===== config.mk =====
export PLATFORM = sky130hd
export DESIGN_NAME = exe_unit_rr_sched
export DESIGN_NICKNAME = d
export VERILOG_FILES = /design/src/rtl/exe_sched_pkg.sv /design/src/rtl/rr_arbiter2.sv /design/src/rtl/exe_unit_rr_sched.sv
export SDC_FILE = /design/constraint.sdc
export NUM_CORES = 1
export LEC_CHECK = 0
export CAP_MARGIN = 10
export CORE_ASPECT_RATIO = 1.2
export CORE_UTILIZATION = 37
export DETAILED_ROUTE_END_ITERATION = 8
export HOLD_SLACK_MARGIN = 0.1
export PLACE_DENSITY = 0.79
export SYNTH_ARGS = -nofsm -noshare
export SYNTH_HDL_FRONTEND = slang
export SYNTH_SLANG_ARGS = --single-unit

===== constraint.sdc =====
create_clock -name i_clk -period 2 [get_ports i_clk]
set_clock_uncertainty 0.15 [all_clocks]
set_input_delay 0.4 -clock i_clk [delete_from_list [all_inputs] [get_ports i_clk]]
set_output_delay 0.4 -clock i_clk [all_outputs]
set_load 0.02 [all_outputs]

===== src/rtl/exe_sched_pkg.sv =====
// Shared types and constants for the round-robin execution-unit scheduler.
package exe_sched_pkg;

  typedef enum logic [1:0] {
    IDLE = 2'd0,
    BUSY = 2'd1,
    RESP = 2'd2
  } sched_state_t;

  localparam int NREQ     = 2;
  localparam int STATUS_W = 2;

  function automatic logic [NREQ-1:0] onehot_req(input logic idx);
    return idx ? 2'b10 : 2'b01;
  endfunction

endpackage


===== src/rtl/rr_arbiter2.sv =====
// Two-way round-robin arbiter: on a tie the requester that did not win last time
// (the one not named by ptr) is chosen.
module rr_arbiter2 (
  input  logic [1:0] valid,
  input  logic       ptr,
  output logic       grant,
  output logic       grant_vld
);

  always_comb begin
    grant_vld = |valid;
    if (&valid) begin
      grant = ~ptr;
    end else begin
      grant = valid[1];
    end
  end

endmodule


===== src/rtl/exe_unit_rr_sched.sv =====
// Shares one execution unit between two requesters: latch the winner's operands,
// wait for the unit, capture its result and hand it back to the winner.
module exe_unit_rr_sched
  import exe_sched_pkg::*;
#(
  parameter int m   = 8,
  parameter int n   = 2,
  parameter int LAT = 1
) (
  input  logic                i_clk,
  input  logic                i_rsn,
  input  logic [NREQ-1:0]     i_req_valid,
  output logic [NREQ-1:0]     o_req_ready,
  input  logic [n-1:0]        i_oper0,
  input  logic [n-1:0]        i_oper1,
  input  logic [m-1:0]        i_argA0,
  input  logic [m-1:0]        i_argA1,
  input  logic [m-1:0]        i_argB0,
  input  logic [m-1:0]        i_argB1,
  output logic [NREQ-1:0]     o_rsp_valid,
  input  logic [NREQ-1:0]     i_rsp_ready,
  output logic [m-1:0]        o_result,
  output logic [STATUS_W-1:0] o_status,
  output logic [n-1:0]        o_eu_oper,
  output logic [m-1:0]        o_eu_argA,
  output logic [m-1:0]        o_eu_argB,
  input  logic [m-1:0]        i_eu_result,
  input  logic [STATUS_W-1:0] i_eu_status,
  output logic                o_busy
);

  localparam int CNT_W = (LAT > 1) ? $clog2(LAT + 1) : 1;
  localparam logic [CNT_W-1:0] CNT_INIT = CNT_W'(LAT);

  sched_state_t     state;
  sched_state_t     state_nxt;
  logic             rr_ptr;
  logic             owner;
  logic [CNT_W-1:0] cnt;
  logic             grant;
  logic             grant_vld;
  logic             accept;
  logic             capture;
  logic             rsp_done;

  rr_arbiter2 u_arb (
    .valid     (i_req_valid),
    .ptr       (rr_ptr),
    .grant     (grant),
    .grant_vld (grant_vld)
  );

  always_ff @(posedge i_clk) begin
    if (i_rsn) begin
      state <= IDLE;
    end else begin
      state <= state_nxt;
    end
  end

  // Ready is only offered from IDLE, so at most one operation is ever in flight.
  always_comb begin
    state_nxt   = state;
    accept      = 1'b0;
    capture     = 1'b0;
    rsp_done    = 1'b0;
    o_req_ready = '0;
    case (state)
      IDLE: begin
        if (grant_vld && !i_rsn) begin
          o_req_ready = onehot_req(grant);
          accept      = 1'b1;
          state_nxt   = BUSY;
        end
      end
      BUSY: begin
        if (cnt == '0) begin
          capture   = 1'b1;
          state_nxt = RESP;
        end
      end
      RESP: begin
        if (i_rsp_ready[owner]) begin
          rsp_done  = 1'b1;
          state_nxt = IDLE;
        end
      end
      default: state_nxt = IDLE;
    endcase
  end

  always_ff @(posedge i_clk) begin
    if (i_rsn) begin
      rr_ptr      <= 1'b1;
      owner       <= 1'b0;
      cnt         <= '0;
      o_eu_oper   <= '0;
      o_eu_argA   <= '0;
      o_eu_argB   <= '0;
      o_result    <= '0;
      o_status    <= '0;
      o_rsp_valid <= '0;
    end else begin
      if (accept) begin
        o_eu_oper <= grant ? i_oper1 : i_oper0;
        o_eu_argA <= grant ? i_argA1 : i_argA0;
        o_eu_argB <= grant ? i_argB1 : i_argB0;
        owner     <= grant;
        rr_ptr    <= grant;
        cnt       <= CNT_INIT;
      end
      if (state == BUSY && cnt != '0) begin
        cnt <= cnt - CNT_W'(1);
      end
      // The response flag is registered so it first appears in the cycle RESP is entered.
      if (capture) begin
        o_result    <= i_eu_result;
        o_status    <= i_eu_status;
        o_rsp_valid <= onehot_req(owner);
      end
      if (rsp_done) begin
        o_rsp_valid <= '0;
      end
    end
  end

  assign o_busy = (state != IDLE);

endmodule


==> impl_results.md, run 1 <==
- Peak supply drop: 0.5201 mV
- Layout cells sized above 1: 12.11%
- # port buffers: 84
- Global route overflow: 0
- Global-route layer with the greatest usage: met2
- Post-Syn Nets: 215
- Final hold vios: 0
- CP delay by family, top: buffers and inverters
- IO Pins: 85
- Die span in y: 70.73 um
- Synth area leader: dfxtp_1
- Reg2reg path depth: 5
- Worst path bufs/invs: 2
- CTS sink count: 35
- Initial Utilization: 39.43%
- Vias/cell: 5.153
- Tmin final: 1.926 ns
- Fmax: 0.5192 GHz
- CP Class: reg -> out
- Post-synthesis sequential area ratio: 48.11%
- Critical Path End Type: output port
- Max_cap viols: 0
- CTS Root Cell: clkbuf_8
- Hold WC Path Type: reg -> reg
- Final net count: 307
- Mapped Cells: 163
- # rows: 24
- Post-Syn Area: 1456 um^2
- GR Util met1: 26.90%
- RSZ-0062 raised after global routing: no
- Commonest non-fill, non-tap cell in the layout: clkdlybuf4s50_1
- Leakage power: 0.9859 nW
- Slowest stage delay, CP: 0.36 ns
- CTS tree: yes
- CP Cell Sequence: buf_4 > or2_1 > dlygate4sd2_1
- CP startpoint kind: register
- Initial antenna violation count: 0
- Synthesized area per cell: 8.935 um^2
- Largest net degree at the start of global routing: 21
- Final HPWL DP: 3055 um
- Worst path slowest cell: dfxtp_1
- Syn-to-layout area delta: 72.16%
- DP Area: 2384 um^2
- Drt initial violations: 117
- Status: complete, no violations
- Post-place setup slack: -0.4751 ns
- Via count: 1587
- Synthesis Warnings: 0
- Crit-path max FO: 7
- Fin. max-slew vios: 0
- Grt met3 use: 7.495%
- DR pass1 iterations: 4
- Bufs on Longest Clock Path: 2
- Die W: 59.27 um
- Top cells by area, synth: dfxtp_1 48%, a221o_1 6.9%, nand2_1 6.4%
- Post-synth top area share: 48.11%
- Final period util: 96.30%
- Final Util: 67.89%
- Core ar.: 3694 um^2
- Count of different cell masters after synthesis: 29
- Finished Cell Area: 2507 um^2
- Clk_lat worst skew: 0.28 ns
- Crit path DAT: 1.38 ns
- PnR worst setup slack: 0.07401 ns
- Number of global-route vias before repair: 1435
- PD cells: 767.8 nW/um^2
- Min-Delay Path Depth: 2
- Die area: 4192 um^2
- CTS Buf Count: 5
- Detailed-route DRC error count: 0
- Met2 global-route usage: 32.21%
- Final Setup Violations: 0
- #FFs+latches synth: 35
- Post-route ant nets: 0
- Most frequent cells in the layout: 79 x clkdlybuf4s50_1, 35 x dfxtp_1, 25 x nand2_1
- Global-route wire length before repair: 6679 um
- Htree depth: 2
- WP depth: 3
- Diode count: 0
- Final wirelength: 4376 um
- Worst relative slew slack: 71.86%
- Total track usage: 21.03%
- Clock-pin slew on the worst setup and hold paths: 0.07 ns
- Gpl congestion: 0.8516
- Crit path required time: 1.45 ns
- Cts hold-fix bufs: 0
- Wire per inst: 14.21 um
- Worst Tran Pin Value: 0.4221 ns
## worst reg2reg max path: cells and delay by family (launching register included)
kind / cells / cell delay (ns)
compound gates: 2 / 0.71
flops: 1 / 0.36
buf+inv: 2 / 0.34
simple gates: 1 / 0.23
## cells in the mapped netlist (all sizes together)
master	number
nor3b	3
a31oi	7
nand2	25
and2	1
o31ai	1
o21ai	7
nor2	4
a221o	11
nand3	7
nand2b	2
mux2i	2
dfxtp	35
clkbuf	8
a2111oi	1
nand4	7
or3b	2
inv	3
a22oi	1
a21oi	14
buf	6
o21a	1
nand3b	1
or2	1
and3	12
o221a	1
## per-stage QoR
step | instances | hold slack (ns) | setup TNS [ns] | total power [mW]
after floorplan | 163 | 0.3157 | 0 | 1.093
after global routing | 308 | 0.3304 | 0 | 2.009
after detailed placement | 298 | 0.2958 | -1.288 | 1.379
after global placement | 298 | 0.2914 | -1.212 | 1.373
final | 308 | 0.3013 | 0 | 1.925
after CTS | 307 | 0.3046 | 0 | 1.930
## logic make-up after synthesis
kind of cell	synth area share, %
compound gates	20.79
buf+inv	6.357
flops	48.11
mux	1.375
simple gates	23.37
## sequential cells by signal (all words and copies together) (netlist names)
signal and count:
rr_ptr 1, o_eu_oper 2, state 2, o_eu_argA 8
owner 1, o_eu_argB 8, o_status 2, o_result 8
o_rsp_valid 2, cnt 1
## final timing paths
| kind | from | to | slack, ns |
|---|---|---|---|
| worst max-delay path | state[0] | o_busy | 0.07 |
| worst min-delay path | o_result[4] | o_result[4] | 0.30 |
| worst max register to register | state[0] | o_eu_argB[1] | 0.10 |
| worst min register to register | o_result[4] | o_result[4] | 0.30 |
## power by group
part | switching, mW | internal [mW]
Sequential | 0.0445 | 0.767
Clock | 0.235 | 0.314
Combinational | 0.264 | 0.301
Total | 0.543 | 1.38
## metal layers
layer | wire [um] | vias to the layer above
li1 | - | 778
met2 | 2097 | 68
met3 | 353 | 6
met5 | 0 | -
met4 | 50 | 0
met1 | 1876 | 735
## what timing repair did
item / 4_1_cts / 5_1_grt
endpoints found under the hold margin: 0 / 0
setup buffers: 1 / 1
resized for setup: 14 / 2
pin swaps: 1 / 0
endpoints found under the setup margin: 3 / 1
## area by class of cell
cell class | instances | area, um^2
Clock buffer | 8 | 100.1
Fill cell | 315 | 1186
Inverter | 3 | 11.26
Multi-Input combinational cell | 111 | 678.2
Sequential cell | 35 | 700.7
Tap cell | 52 | 65.06
Timing Repair Buffer | 99 | 952.2
Note: power is estimated with default switching activity, not from simulation.
==> run 2, diff against run 1 <==
CELL_PAD_IN_SITES_DETAIL_PLACEMENT = 1   (was default)
CELL_PAD_IN_SITES_GLOBAL_PLACEMENT = 2   (was default)
CORE_UTILIZATION = 21   (was 37)
PLACE_DENSITY = default   (was 0.79)
PLACE_DENSITY_LB_ADDON = 0.1   (was default)
REMOVE_ABC_BUFFERS = 1   (was default)
clock period = 2.3 ns   (was 2 ns; I/O delays follow)
==> impl_results.md, run 2 (synthesis gave the netlist of run 1 again) <==
- Post-place setup slack: -0.3305 ns (+0.1446 ns)
- Final period util: 93.75%
- Commonest non-fill, non-tap cell in the layout: clkdlybuf4s50_1
- Final net count: 306 (-0.33%)
- Gpl congestion: 0.6977 (-18%)
- Final wirelength: 5097 um (+16%)
- Hold WC Path Type: reg -> reg
- # port buffers: 84 (unchanged)
- Final HPWL DP: 3700 um (+21%)
- Top flop regs: o_eu_argA x8, o_eu_argB x8, o_result x8
- Detailed-route DRC error count: 0 (unchanged)
- Worst Tran Pin Value: 0.4613 ns (+0.03924 ns)
- Fin. max-slew vios: 0 (unchanged)
- Initial antenna violation count: 0 (unchanged)
- PD cells: 655.4 nW/um^2 (-15%)
- Clock-pin slew on the worst setup and hold paths: 0.07 ns (about the same)
- Clk_lat worst skew: 0.28 ns (about the same)
- Bufs on Longest Clock Path: 2 (unchanged)
- CTS sink count: 35 (unchanged)
- Initial Utilization: 22.18% (-17 points)
- Status: complete, no violations
- Placed Cells: 332 (+11%)
- Core ar.: 6566 um^2 (+78%)
- Crit-path max FO: 2 (-5)
- Crit path DAT: 1.55 ns (+0.17 ns)
- Peak supply drop: 0.2270 mV (-56%)
- Crit path required time: 1.69 ns (+0.24 ns)
- Vias/cell: 4.593 (-11%)
- Drt initial violations: 50 (-57%)
- Leakage power: 0.9726 nW (-1.3%)
- Diode count: 0 (unchanged)
- Fmax: 0.4638 GHz
- Number of global-route vias before repair: 1587 (+11%)
- Sw power: 0.4935 mW (-9.2%)
- Final Util: 38.43% (-29 points)
- # rows: 32 (+33%)
- Syn-to-layout area delta: 73.28%
- Most frequent cells in the layout: 81 x clkdlybuf4s50_1, 35 x dfxtp_1, 25 x nand2_1
- Post-route ant nets: 0 (unchanged)
- Final Setup Violations: 0 (unchanged)
- Worst relative slew slack: 69.25% (-2.6 points)
- WHS: 0.3054 ns (+0.004063 ns)
- Largest net degree at the start of global routing: 21 (unchanged)
- Global route overflow: 0 (unchanged)
- Wire per inst: 15.04 um (+5.8%)
- PnR worst setup slack: 0.1439 ns (+0.06985 ns)
- P_int: 1.160 mW (-16%)
- Die area: 7273 um^2 (+74%)
- CTS Buf Count: 5 (unchanged)
- CP Cell Sequence: clkdlybuf4s50_1 > nor3b_4 > and3_4 > buf_2
- CP Class: in -> out
- Htree depth: 2 (unchanged)
- Critical Path End Type: output port
- Die W: 78.02 um (+32%)
- DP Area: 2432 um^2 (+2.0%)
- Total track usage: 14.55% (-6.5 points)
- Power Total: 1.654 mW (-14%)
- Seq pwr share: 42.7% (+0.6 points)
- Global-route wire length before repair: 8045 um (+20%)
- Worst path slowest cell: clkdlybuf4s50_1
- Final hold vios: 0 (unchanged)
- CTS tree: yes
- IO Pins: 85 (unchanged)
- Slowest stage delay, CP: 0.50 ns (+0.14 ns)
- Via count: 1557 (-1.9%)
- DR pass1 iterations: 4 (unchanged)
- Power share of the clock group: 27.5% (-1.0 points)
- Layout Cells excl Fill: 339 (+10%)
- Setup bufs post-CTS: 0 (-1)
- CTS Root Cell: clkbuf_8
- Max_cap viols: 0 (unchanged)
- Finished Cell Area: 2524 um^2 (+0.65%)
- CP startpoint kind: primary input
- Logic pwr share: 29.8% (+0.4 points)
- Sum Neg Setup Slack: 0 ns (unchanged)
- Switching part of the total: 29.84% (+1.6 points)
- Layout cells sized above 1: 11.81% (-0.30 points)
- Tmin final: 2.156 ns
- RSZ-0062 raised after global routing: no
- Die span in y: 93.23 um (+32%)
==> run 2: changes by cell type in the layout (fill, tap and decap cells not counted), moves of 2 or more <==
cell,delta
buf_4,-2
clkdlybuf4s50_1,+2
dlygate4sd2_1,-2
buf_2,+2
==> run 2: cell type report <==
| cell class | count | area [um^2] |
|---|---|---|
| Clock buffer | 6 | 82.58 |
| Clock inverter | 1 | 5.005 |
| Fill cell | 788 | 4043 |
| Inverter | 3 | 11.26 |
| Multi-Input combinational cell | 111 | 679.4 |
| Sequential cell | 35 | 700.7 |
| Tap cell | 85 | 106.4 |
| Timing Repair Buffer | 98 | 938.4 |
==> run 2: path summary, 6_finish.rpt <==
path | slack (ns) | end | cells after the start | start
max | 0.14 | o_req_ready[0] | 4 | i_req_valid[0]
min reg2reg | 0.31 | o_result[1] | 2 | o_result[1]
min | 0.31 | o_result[1] | 2 | o_result[1]
max reg2reg | 0.35 | o_eu_argB[1] | 5 | state[1]
==> run 2: layer usage <==
layer,global-route usage (%),part of all wire [%],vias to the layer above
li1,-,-,773
met2,25.81,49,53
met5,0,0,-
met3,3.317,5.4,6
met4,5.093,1.4,0
met1,17.09,44,725
==> run 2: power by group through the flow <==
stage / clock [mW] / sequential, mW / combinational [mW]
global placement: 0 / 0.717 / 0.498
global route: 0.503 / 0.713 / 0.534
detailed placement: 0 / 0.716 / 0.498
CTS: 0.477 / 0.705 / 0.500
floorplan: 0 / 0.776 / 0.144
finish: 0.455 / 0.706 / 0.494
==> run 2: what timing repair did <==
| action | CTS | global route |
|---|---|---|
| hold buffers | 0 | 0 |
| gates resized for setup | 6 | 5 |
| pin swaps | 0 | 0 |
| endpoints found under the setup margin | 2 | 2 |
| endpoints found under the hold margin | 0 | 0 |
==> run 2: worst max-delay path, delay by kind of cell <==
kind	cells	cell delay, ns
and+or+nand+nor	2	0.43
buffers and inverters	2	0.66
==> run 3, diff against run 2 <==
PLACE_DENSITY_LB_ADDON = 0.05   (was 0.1)
==> impl_results.md, run 3 (synthesis gave the netlist of run 1 again) <==
- Reg2reg path depth: 5 (unchanged)
- CTS tree: yes
- Crit-path max FO: 3 (+1)
- Crit path DAT: 1.61 ns (+0.06 ns)
- Finished Cell Area: 2527 um^2 (+0.15%)
- Reg2Reg Setup Slack: 0.34 ns (about the same)
- Crit path required time: 1.69 ns (about the same)
- # port buffers: 84 (unchanged)
- Global-route wire length before repair: 8211 um (+2.1%)
- Worst relative slew slack: 69.52% (+0.28 points)
- Global route overflow: 0 (unchanged)
- Wire per inst: 15.57 um (+3.5%)
- Power Total: 1.643 mW (-0.68%)
- CP Class: in -> out
- Commonest non-fill, non-tap cell in the layout: clkdlybuf4s50_1
- Final wirelength: 5293 um (+3.8%)
- Bufs on Longest Clock Path: 2 (unchanged)
- Total track usage: 14.71% (+0.15 points)
- Status: complete, no violations
- Layout cells sized above 1: 11.76% (-0.046 points)
- CP startpoint kind: primary input
- Die area: 7273 um^2 (unchanged)
- Initial antenna violation count: 0 (unchanged)
- CP startpoint: i_req_valid[0]
- Syn-to-layout area delta: 73.54%
- DR pass1 iterations: 4 (unchanged)
- Htree depth: 2 (unchanged)
- Most frequent cells in the layout: 81 x clkdlybuf4s50_1, 35 x dfxtp_1, 25 x nand2_1
- CTS sink count: 35 (unchanged)
- Leakage power: 0.9663 nW (-0.65%)
- CTS Root Cell: clkbuf_8
- Clk_lat worst skew: 0.28 ns (about the same)
- Post-route ant nets: 0 (unchanged)
- PnR worst setup slack: 0.08459 ns (-0.05927 ns)
- Die W: 78.02 um (unchanged)
- Slowest stage delay, CP: 0.45 ns (-0.05 ns)
- PD cells: 650.0 nW/um^2 (-0.83%)
- Via count: 1590 (+2.1%)
- WHS: 0.3083 ns (+0.002909 ns)
- Reg2reg start: state[1]
- Fill count: 775 (-1.6%)
- Worst Tran Pin Value: 0.4572 ns (-0.004169 ns)
- IO Pins: 85 (unchanged)
- Capturing point of the worst reg2reg path: o_eu_argB[1]
- RSZ-0062 raised after global routing: no
- Diode count: 0 (unchanged)
- Final Setup Violations: 0 (unchanged)
- Post-place setup slack: -0.3003 ns (+0.03021 ns)
- Hold WC Path Type: reg -> reg
- Worst setup endpoint: o_req_ready[1]
- Fmax: 0.4514 GHz (-2.7%)
- Tmin final: 2.215 ns (+0.05927 ns)
- CP Cell Sequence: clkdlybuf4s50_1 > buf_4 > a21oi_2 > and2_1 > clkdlybuf4s15_2
- Final HPWL DP: 3951 um (+6.8%)
- Gpl congestion: 0.7215 (+3.4%)
- CTS Buf Count: 5 (unchanged)
- Vias/cell: 4.676 (+1.8%)
- Placed Cells: 332 (unchanged)
- Final net count: 306 (unchanged)
- Largest net degree at the start of global routing: 21 (unchanged)
- Number of global-route vias before repair: 1739 (+9.6%)
- Drt initial violations: 29 (-42%)
- Peak supply drop: 0.2445 mV (+7.7%)
- Clock-pin slew on the worst setup and hold paths: 0.07 ns (about the same)
- Max_cap viols: 0 (unchanged)
- Die span in y: 93.23 um (unchanged)
- Core ar.: 6566 um^2 (unchanged)
- # rows: 32 (unchanged)
- Layout Cells excl Fill: 340 (+0.29%)
- Fin. max-slew vios: 0 (unchanged)
- Top flop regs: o_eu_argA x8, o_eu_argB x8, o_result x8
- Initial Utilization: 22.18% (unchanged)
- Detailed-route DRC error count: 0 (unchanged)
- Final period util: 96.32% (+2.6 points)
- Worst path slowest cell: clkdlybuf4s50_1
- DP Area: 2432 um^2 (unchanged)
- Final hold vios: 0 (unchanged)
- Critical Path End Type: output port
run 3: cell count changes in the layout (fill, tap and decap cells not counted):
cell	change
clkbuf_1	+2
a21oi_1	-1
a21oi_2	+1
buf_2	-1
clkbuf_8	-1
clkdlybuf4s15_2	+1
run 3: metal layers:
| metal | wire [um] | share of wire (%) | track usage, % | vias to the layer above |
|---|---|---|---|---|
| li1 | - | - | - | 775 |
| met1 | 2117 | 40 | 15.46 | 751 |
| met2 | 2732 | 52 | 27.58 | 58 |
| met3 | 391 | 7.4 | 5.268 | 6 |
| met4 | 52 | 0.98 | 3.704 | 0 |
| met5 | 0 | 0 | 0 | - |
run 3: area by class of cell:
class	instances	area [um^2]	area share, %
repair buffers	98	944.7	37.38
flip-flops and latches	35	700.7	27.72
multi-input cells	111	683.2	27.03
well taps	85	106.4	4.208
clock buffers	7	76.32	3.020
inverters	3	11.26	0.4455
clock inverters	1	5.005	0.1980
run 3: repair_timing:
| action | CTS | global route |
|---|---|---|
| gates resized for setup | 6 | 5 |
| pin swaps | 0 | 0 |
| hold buffers | 0 | 0 |
| buffers inserted | 0 | 0 |
| endpoints found under the setup margin | 2 | 3 |
run 3: how the worst min path moves through the flow:
stage                      from             end  slack (ns)  cells past startpoint
floorplan                 owner  o_rsp_valid[1]        0.32                      2
global placement    o_result[7]     o_result[7]        0.29                      2
detailed placement  o_result[6]     o_result[6]        0.30                      2
CTS                 o_result[6]     o_result[6]        0.31                      2
global route        o_result[7]     o_result[7]        0.33                      2
finish              o_result[0]     o_result[0]        0.31                      2
run 3: power by group:
part | internal (mW) | switching (mW) | leakage [nW]
combinational | 0.259 | 0.234 | 0.637
clock | 0.213 | 0.228 | 0.0422
sequential | 0.666 | 0.0433 | 0.287
run 3: critical path: cells and delay by family:
| family | cells | cell delay (ns) |
|---|---|---|
| compound gates | 1 | 0.13 |
| simple gates | 1 | 0.13 |
| buf+inv | 3 | 0.87 |
run 3: metrics by stage:
| step | utilization (%) | TNS [ns] |
|---|---|---|
| after detailed placement | 37.04 | -0.5921 |
| after floorplan | - | -0.09066 |
| final | 38.49 | 0 |
| after global placement | 37.04 | -0.5963 |
| after global routing | 38.49 | 0 |
| after CTS | 38.32 | 0 |
